<file path="src/rtl/cache_ctrl_fsm_p.sv">
// rtl/cache_ctrl_fsm_p.sv - parametrised direct-mapped cache controller FSM
// Dirty victims leave as a write burst, lines arrive as a read burst, then the access re-compares.
module cache_ctrl_fsm_p #(
  parameter int ADDR_W     = 32,
  parameter int WORD_W     = 32,
  parameter int LINE_WORDS = 4,
  parameter int INDEX_W    = 8,
  parameter int CNT_W      = 32,
  localparam int BYTE_W    = $clog2(WORD_W / 8),
  localparam int BEAT_W    = $clog2(LINE_WORDS),
  localparam int OFF_W     = BEAT_W + BYTE_W,
  localparam int TAG_W     = ADDR_W - INDEX_W - OFF_W,
  localparam int LINE_W    = LINE_WORDS * WORD_W
) (
  input  logic              clk_i,
  input  logic              rst_ni,
  input  logic              cpu_valid_i,
  input  logic              cpu_rw_i,
  input  logic [ADDR_W-1:0] cpu_addr_i,
  input  logic [WORD_W-1:0] cpu_wdata_i,
  output logic [WORD_W-1:0] cpu_rdata_o,
  output logic              cpu_ready_o,
  output logic [INDEX_W-1:0] index_o,
  input  logic [TAG_W-1:0]  tag_rd_i,
  input  logic              tag_valid_i,
  input  logic              tag_dirty_i,
  output logic              tag_we_o,
  output logic [TAG_W-1:0]  tag_wr_o,
  output logic              tag_valid_o,
  output logic              tag_dirty_o,
  input  logic [LINE_W-1:0] data_rd_i,
  output logic              data_we_o,
  output logic [LINE_W-1:0] data_wr_o,
  output logic              mem_req_valid_o,
  output logic              mem_req_rw_o,
  output logic [ADDR_W-1:0] mem_req_addr_o,
  output logic [WORD_W-1:0] mem_req_wdata_o,
  input  logic              mem_req_ready_i,
  input  logic              mem_rsp_valid_i,
  input  logic [WORD_W-1:0] mem_rsp_data_i,
  output logic              stall_o,
  output logic [CNT_W-1:0]  no_acc_o,
  output logic [CNT_W-1:0]  no_hit_o,
  output logic [CNT_W-1:0]  no_miss_o,
  output logic [CNT_W-1:0]  no_wb_o
);

  typedef enum logic [2:0] {
    S_IDLE,
    S_COMPARE,
    S_WRITE_BACK,
    S_ALLOCATE,
    S_REFILL,
    S_INSTALL
  } state_e;

  state_e            state_q, state_d;
  logic [BEAT_W-1:0] beat_q, beat_d;
  logic [LINE_W-1:0] fill_q, fill_d;
  logic [CNT_W-1:0]  acc_q, acc_d;
  logic [CNT_W-1:0]  hit_q, hit_d;
  logic [CNT_W-1:0]  miss_q, miss_d;
  logic [CNT_W-1:0]  wb_q, wb_d;

  logic              inc_acc, inc_hit, inc_miss, inc_wb;
  logic [TAG_W-1:0]  addr_tag;
  logic [INDEX_W-1:0] addr_idx;
  logic [BEAT_W-1:0] addr_word;
  logic              hit;
  logic              last_beat;
  logic [WORD_W-1:0] rd_words [LINE_WORDS];
  logic [LINE_W-1:0] merged_line;
  logic [LINE_W-1:0] fill_written;
  logic              unused_addr_bits;

  assign addr_tag         = cpu_addr_i[ADDR_W-1 -: TAG_W];
  assign addr_idx         = cpu_addr_i[OFF_W +: INDEX_W];
  assign addr_word        = cpu_addr_i[BYTE_W +: BEAT_W];
  assign unused_addr_bits = ^cpu_addr_i[BYTE_W-1:0];
  assign hit              = tag_valid_i && (tag_rd_i == addr_tag);
  assign last_beat        = (beat_q == BEAT_W'(LINE_WORDS - 1));
  assign index_o          = addr_idx;

  // Word views of the stored line, the write-hit merge and the fill-buffer update.
  always_comb begin
    merged_line  = data_rd_i;
    fill_written = fill_q;
    for (int w = 0; w < LINE_WORDS; w++) begin
      rd_words[w] = data_rd_i[w*WORD_W +: WORD_W];
      if (BEAT_W'(w) == addr_word) merged_line[w*WORD_W +: WORD_W] = cpu_wdata_i;
      if (BEAT_W'(w) == beat_q)    fill_written[w*WORD_W +: WORD_W] = mem_rsp_data_i;
    end
  end

  always_ff @(posedge clk_i or negedge rst_ni) begin
    if (!rst_ni) begin
      state_q <= S_IDLE;
      beat_q  <= '0;
      fill_q  <= '0;
      acc_q   <= '0;
      hit_q   <= '0;
      miss_q  <= '0;
      wb_q    <= '0;
    end else begin
      state_q <= state_d;
      beat_q  <= beat_d;
      fill_q  <= fill_d;
      acc_q   <= acc_d;
      hit_q   <= hit_d;
      miss_q  <= miss_d;
      wb_q    <= wb_d;
    end
  end

  always_comb begin
    state_d         = state_q;
    beat_d          = beat_q;
    fill_d          = fill_q;
    inc_acc         = 1'b0;
    inc_hit         = 1'b0;
    inc_miss        = 1'b0;
    inc_wb          = 1'b0;
    cpu_rdata_o     = '0;
    cpu_ready_o     = 1'b0;
    tag_we_o        = 1'b0;
    tag_wr_o        = '0;
    tag_valid_o     = 1'b0;
    tag_dirty_o     = 1'b0;
    data_we_o       = 1'b0;
    data_wr_o       = '0;
    mem_req_valid_o = 1'b0;
    mem_req_rw_o    = 1'b0;
    mem_req_addr_o  = '0;
    mem_req_wdata_o = '0;
    stall_o         = 1'b0;

    case (state_q)
      S_IDLE: begin
        if (cpu_valid_i) begin
          inc_acc = 1'b1;
          state_d = S_COMPARE;
        end
      end

      S_COMPARE: begin
        if (hit) begin
          cpu_ready_o = 1'b1;
          cpu_rdata_o = rd_words[addr_word];
          inc_hit     = 1'b1;
          state_d     = S_IDLE;
          if (cpu_rw_i) begin
            data_we_o   = 1'b1;
            data_wr_o   = merged_line;
            tag_we_o    = 1'b1;
            tag_wr_o    = addr_tag;
            tag_valid_o = 1'b1;
            tag_dirty_o = 1'b1;
          end
        end else begin
          stall_o  = 1'b1;
          inc_miss = 1'b1;
          state_d  = (tag_valid_i && tag_dirty_i) ? S_WRITE_BACK : S_ALLOCATE;
        end
      end

      // Victim address comes from the stored tag, not the request tag.
      S_WRITE_BACK: begin
        stall_o         = 1'b1;
        mem_req_valid_o = 1'b1;
        mem_req_rw_o    = 1'b1;
        mem_req_addr_o  = {tag_rd_i, addr_idx, beat_q, {BYTE_W{1'b0}}};
        mem_req_wdata_o = rd_words[beat_q];
        if (mem_req_ready_i) begin
          beat_d = beat_q + 1'b1;
          if (last_beat) begin
            inc_wb  = 1'b1;
            beat_d  = '0;
            state_d = S_ALLOCATE;
          end
        end
      end

      S_ALLOCATE: begin
        stall_o         = 1'b1;
        mem_req_valid_o = 1'b1;
        mem_req_addr_o  = {addr_tag, addr_idx, {OFF_W{1'b0}}};
        if (mem_req_ready_i) state_d = S_REFILL;
      end

      S_REFILL: begin
        stall_o = 1'b1;
        if (mem_rsp_valid_i) begin
          fill_d = fill_written;
          beat_d = beat_q + 1'b1;
          if (last_beat) begin
            beat_d  = '0;
            state_d = S_INSTALL;
          end
        end
      end

      S_INSTALL: begin
        stall_o     = 1'b1;
        data_we_o   = 1'b1;
        data_wr_o   = fill_q;
        tag_we_o    = 1'b1;
        tag_wr_o    = addr_tag;
        tag_valid_o = 1'b1;
        tag_dirty_o = 1'b0;
        state_d     = S_COMPARE;
      end

      default: state_d = S_IDLE;
    endcase
  end

  // Counters stick at all-ones rather than wrapping.
  always_comb begin
    acc_d  = acc_q;
    hit_d  = hit_q;
    miss_d = miss_q;
    wb_d   = wb_q;
    if (inc_acc  && (acc_q  != '1)) acc_d  = acc_q  + 1'b1;
    if (inc_hit  && (hit_q  != '1)) hit_d  = hit_q  + 1'b1;
    if (inc_miss && (miss_q != '1)) miss_d = miss_q + 1'b1;
    if (inc_wb   && (wb_q   != '1)) wb_d   = wb_q   + 1'b1;
  end

  assign no_acc_o  = acc_q;
  assign no_hit_o  = hit_q;
  assign no_miss_o = miss_q;
  assign no_wb_o   = wb_q;

endmodule

</file>
<file path="config.mk">
export PLATFORM = sky130hd
export DESIGN_NAME = cache_ctrl_fsm_p
export DESIGN_NICKNAME = d
export VERILOG_FILES = /design/src/rtl/cache_ctrl_fsm_p.sv
export SDC_FILE = /design/constraint.sdc
export NUM_CORES = 1
export LEC_CHECK = 0
export ABC_AREA = 0
export BUFFER_PORTS_ARGS = -buffer_cell sky130_fd_sc_hd__buf_4
export CORE_AREA = 4 4 339 174
export CTS_BUF_LIST = sky130_fd_sc_hd__clkbuf_4 sky130_fd_sc_hd__clkbuf_8
export DETAILED_ROUTE_END_ITERATION = 10
export DIE_AREA = 0 0 343 178
export PLACE_DENSITY = 0.58
export REMOVE_ABC_BUFFERS = 1
export SYNTH_ARGS = -nofsm -noshare
export SYNTH_HDL_FRONTEND = slang
export SYNTH_SLANG_ARGS = --single-unit
</file>
<file path="constraint.sdc">
create_clock -name clk_i -period 2.68 [get_ports clk_i]
set_clock_uncertainty 0.15 [all_clocks]
set_input_delay 0.134 -clock clk_i [delete_from_list [all_inputs] [get_ports clk_i]]
set_output_delay 0.134 -clock clk_i [all_outputs]
set_load 0.05 [all_outputs]
</file>
==> metrics.md <==
| Metric | Value |
|---|---|
| Run status | `finished, final reports clean` |
| Number of buffers inserted by port buffering | `635` |
| Crit Path Class | `register to register` |
| Relative contribution of combinational cells to total power | `44.4%` |
| Clock slew at the register clock pins of the worst setup and hold paths | `0.07 ns` |
| Family with the most delay on the worst path | `simple AND/OR/NAND/NOR gates` |
| Upper clock frequency limit | `384 MHz` |
| Clock network latency to the later pin of the worst-skew pair | `0.58 ns` |
| Reported leakage power | `11.9 nW` |
| Antenna violations before repair | `2` |
| Final-layout fill cell count | `5402` |
| DIE AREA | `61100 um2` |
| Vias per Instance | `5.06` |
| Worst path bufs/invs | `0` |
| Part of the Yosys area used for sequential elements | `39.2%` |
| Count of clock tree sinks | `261` |
| Global-route wire length before repair | `107000 um` |
| Worst slew slack as a fraction of its limit | `57.0%` |
| Pin count of the biggest net entering global routing | `91` |
| Total via count in the routed design | `15745` |
| Final slew viol count | `0` |
| Placed instance area | `22700 um2` |
| # rows | `61` |
| Power Dens Cells | `699 nW/um2` |
| Peak supply drop | `0.423 mV` |
| TritonCTS buffer count | `44` |
| Final setup violating endpoints | `0` |
| CTS tree | `built` |
| Cell internal power dissipation | `10.4 mW` |
| Portion of total power attributed to sequential cells | `32.1%` |
| Minimum clock period after layout | `2.61 ns` |
| Overall routed net length | `74000 um` |
| Remaining global-route overflow | `0` |
| Crit path capture type | `register` |
| Post-Synthesis Mean Instance Area | `10.3 um2` |
| Half-perimeter wire length after detailed placement | `55900 um` |
| Total of warnings raised by yosys | `0` |
| Slowest stage cell on the critical path | `or4_4` |
| Net switching fraction of the power | `39.8%` |
| Multi-input gate area | `9740 um2` |
| Maximum buffer depth of the clock tree | `3` |
| Unrepaired setup endpoints after global routing | `yes` |
| I/O pins | `640` |
| Switching power | `6.84 mW` |
| Via count of the first global-routing pass | `16188` |
| Share of final-layout standard cells stronger than drive strength 1 | `45.1%` |
| Tcrit/Tclk final | `97.3%` |
| Number of nets at the end of the flow | `2584` |
| Effective utilization at floorplan | `30.0%` |
| Category of the worst setup path launch point | `register` |
| DRT iter0 DRCs | `981` |
| Area of the core region | `55500 um2` |
| Dominant synthesized flop cell | `dfrtp_1` |
| CP Max Fanout | `7` |
| Number of hold-slack violations in the final timing report | `0` |
| Path type of the worst min-delay path | `primary input to register` |
| DRC violations left | `0` |
| Syn Std Cell Area | `16700 um2` |
| Final non-filler cell area | `24600 um2` |
| Max-cap violations | `0` |
| Sequential cell area in the final layout | `6540 um2` |
| Number of distinct library cells after synthesis | `51` |
| Final weighted congestion in routability-driven placement | `0.977` |
| Gate count after technology mapping | `1616` |
| Number of synthesized flops with an enable pin | `0` |
| Data required time at the worst endpoint | `2.98 ns` |
| Crit path cell chain | `ha_1, nand3_1, or4_4, or4_4, or3b_4, nor3b_1, xor2_1` |
| Count of state elements after synthesis | `261` |
| Antenna violation net count after detailed routing | `0` |
| CP most frequent cell | `or4_4` |
| Mean routed wirelength per cell | `23.8 um` |
| Clock Power Share | `23.5%` |
| TritonRoute pass-1 iters | `5` |
| Worst slack on hold paths | `0.221 ns` |
| Data arrival time at the worst-slack endpoint | `2.91 ns` |
| Die extent in x | `343 um` |
| Share of async-settable or async-resettable flops after synthesis | `100%` |
| Actual slew at the worst max-slew pin | `0.629 ns` |
| Root Buffer Master | `clkbuf_8` |
| Floorplan die height | `178 um` |
| Global-route usage over all layers | `23.3%` |
| Largest stage delay, worst path | `0.59 ns` |
| Area Overhead vs Synth | `47.6%` |
| H-tree level count | `2` |
[through the flow]
| stage | power [mW] | TNS (ns) | std cells | util (%) | setup WS, ns |
|---|---|---|---|---|---|
| after floorplan | 10.1 | -734.90 | 1501 | - | -3.12 |
| final | 17.2 | 0 | 3111 | 44.3 | 0.0728 |
| after detailed placement | 12.9 | 0 | 2974 | 41.0 | 0.0875 |
| after CTS | 17.3 | -0.00176 | 3104 | 44.1 | -0.00176 |
| after global routing | 18.0 | -0.101 | 3110 | 44.3 | -0.0210 |
| after global placement | 12.8 | 0 | 2974 | 41.0 | 0.108 |
[metal layers]
layer  global-route usage, %  part of all wire (%)
met5                       0                 0.018
met4                    5.45                   2.2
met3                    5.18                   5.6
met2                    40.6                    51
met1                    29.7                    41
[cells in the mapped netlist, types with 48 or more instances]
library cell	instances	area, um2
mux2_2	133	1500
dfrtp_1	261	6530
nand2_1	173	649
mux2i_1	135	1350
mux4_2	64	1440
nand4_1	63	394
o21ai_0	128	641
xnor2_1	82	718
clkbuf_1	72	270
xor2_1	59	517
and2_1	57	357
nor2_1	51	191
nand3_1	61	305
nor2b_1	48	300
[cells by family after synthesis]
logic type,Yosys count,synth area share (%)
compound gates,163,5.34
xor+xnor,141,7.41
fa+ha+maj,10,0.751
buf+inv,128,3.27
flops,261,39.2
mux,332,25.8
other cells,1,0.0225
simple gates,580,18.3
[worst register-to-register path, delay by kind of cell, from the launching register on]
family	cells	cell delay [ns]
adder cells (fa/ha/maj)	1	0.18
AND/OR/NAND/NOR	5	1.65
XOR/XNOR	1	0.15
flip-flops	1	0.36
[power groups by stage]
stage                     clock [mW]  combinational, mW  sequential [mW]
after floorplan                    0               4.12             5.97
after global placement             0               7.25             5.54
after detailed placement           0               7.31             5.59
after CTS                       4.19               7.56             5.52
after global routing            4.36               8.04             5.64
final                           4.04               7.63             5.52
[registers in the layout, indices dropped and copies added, names as in the netlist]
| name | count |
|---|---|
| fill_q | 128 |
| no_wb_o | 32 |
| no_acc_o | 32 |
| state_q | 3 |
| no_hit_o | 32 |
| beat_q | 2 |
| no_miss_o | 32 |
[timing repair]
item                       CTS  global route
hold buffers                40             0
pin swaps                    1             2
resized for setup           46            23
setup endpoints to repair  181           126
hold endpoints to repair   396             0
cloned                       4             0
buffers inserted             9             5
[path summary, 6_finish.rpt]
path                                          start                        end  cells past startpoint  slack, ns
max                        no_miss_o[0]$_DFFE_PN0P_  no_miss_o[18]$_DFFE_PN0P_                      7       0.07
max reg2reg                no_miss_o[0]$_DFFE_PN0P_  no_miss_o[18]$_DFFE_PN0P_                      7       0.07
min reg2reg                 no_wb_o[27]$_DFFE_PN0P_    no_wb_o[27]$_DFFE_PN0P_                      1       0.35
max in group asynchronous                    rst_ni     fill_q[51]$_DFFE_PN0P_                      4       1.30
min                               mem_rsp_data_i[6]     fill_q[38]$_DFFE_PN0P_                      3       0.22
min in group asynchronous                    rst_ni     no_wb_o[9]$_DFFE_PN0P_                      4       0.53
[layout by cell type, fill, tap and decap left out, types with 4 or more instances in the layout]
cell | synthesis | layout
buf_8 | 0 | 4
nor4_2 | 3 | 4
and2_1 | 57 | 57
xor2_1 | 59 | 59
buf_6 | 0 | 25
a22oi_1 | 14 | 14
buf_4 | 13 | 686
nor3_1 | 31 | 31
o21ai_1 | 4 | 6
dfrtp_1 | 261 | 257
nand2_1 | 173 | 167
nor4_1 | 15 | 14
nand3_1 | 61 | 60
xnor2_1 | 82 | 82
dfrtp_2 | 0 | 4
nor2b_2 | 0 | 18
o21ai_0 | 128 | 126
inv_1 | 12 | 12
nand2_2 | 1 | 7
mux4_2 | 64 | 64
clkbuf_4 | 0 | 12
or4_1 | 4 | 4
dlygate4sd3_1 | 0 | 39
nor2_1 | 51 | 48
ha_1 | 10 | 10
clkbuf_8 | 0 | 54
nand4_1 | 63 | 63
and4_1 | 12 | 12
mux2_2 | 133 | 133
mux2i_1 | 135 | 135
nor3b_1 | 6 | 5
and3_1 | 40 | 40
buf_12 | 0 | 14
clkinv_2 | 0 | 7
nor2b_1 | 48 | 27
[cell type report]
| class | instances | area share, % |
|---|---|---|
| Multi-Input combinational cell | 1228 | 39.6 |
| Sequential cell | 261 | 26.6 |
| Timing Repair Buffer | 775 | 25.8 |
| Tap cell | 756 | 3.85 |
| Clock buffer | 66 | 3.39 |
| Clock inverter | 11 | 0.544 |
| Inverter | 12 | 0.183 |
| Antenna cell | 2 | 0.0203 |
(Power assumes the default switching activity.)
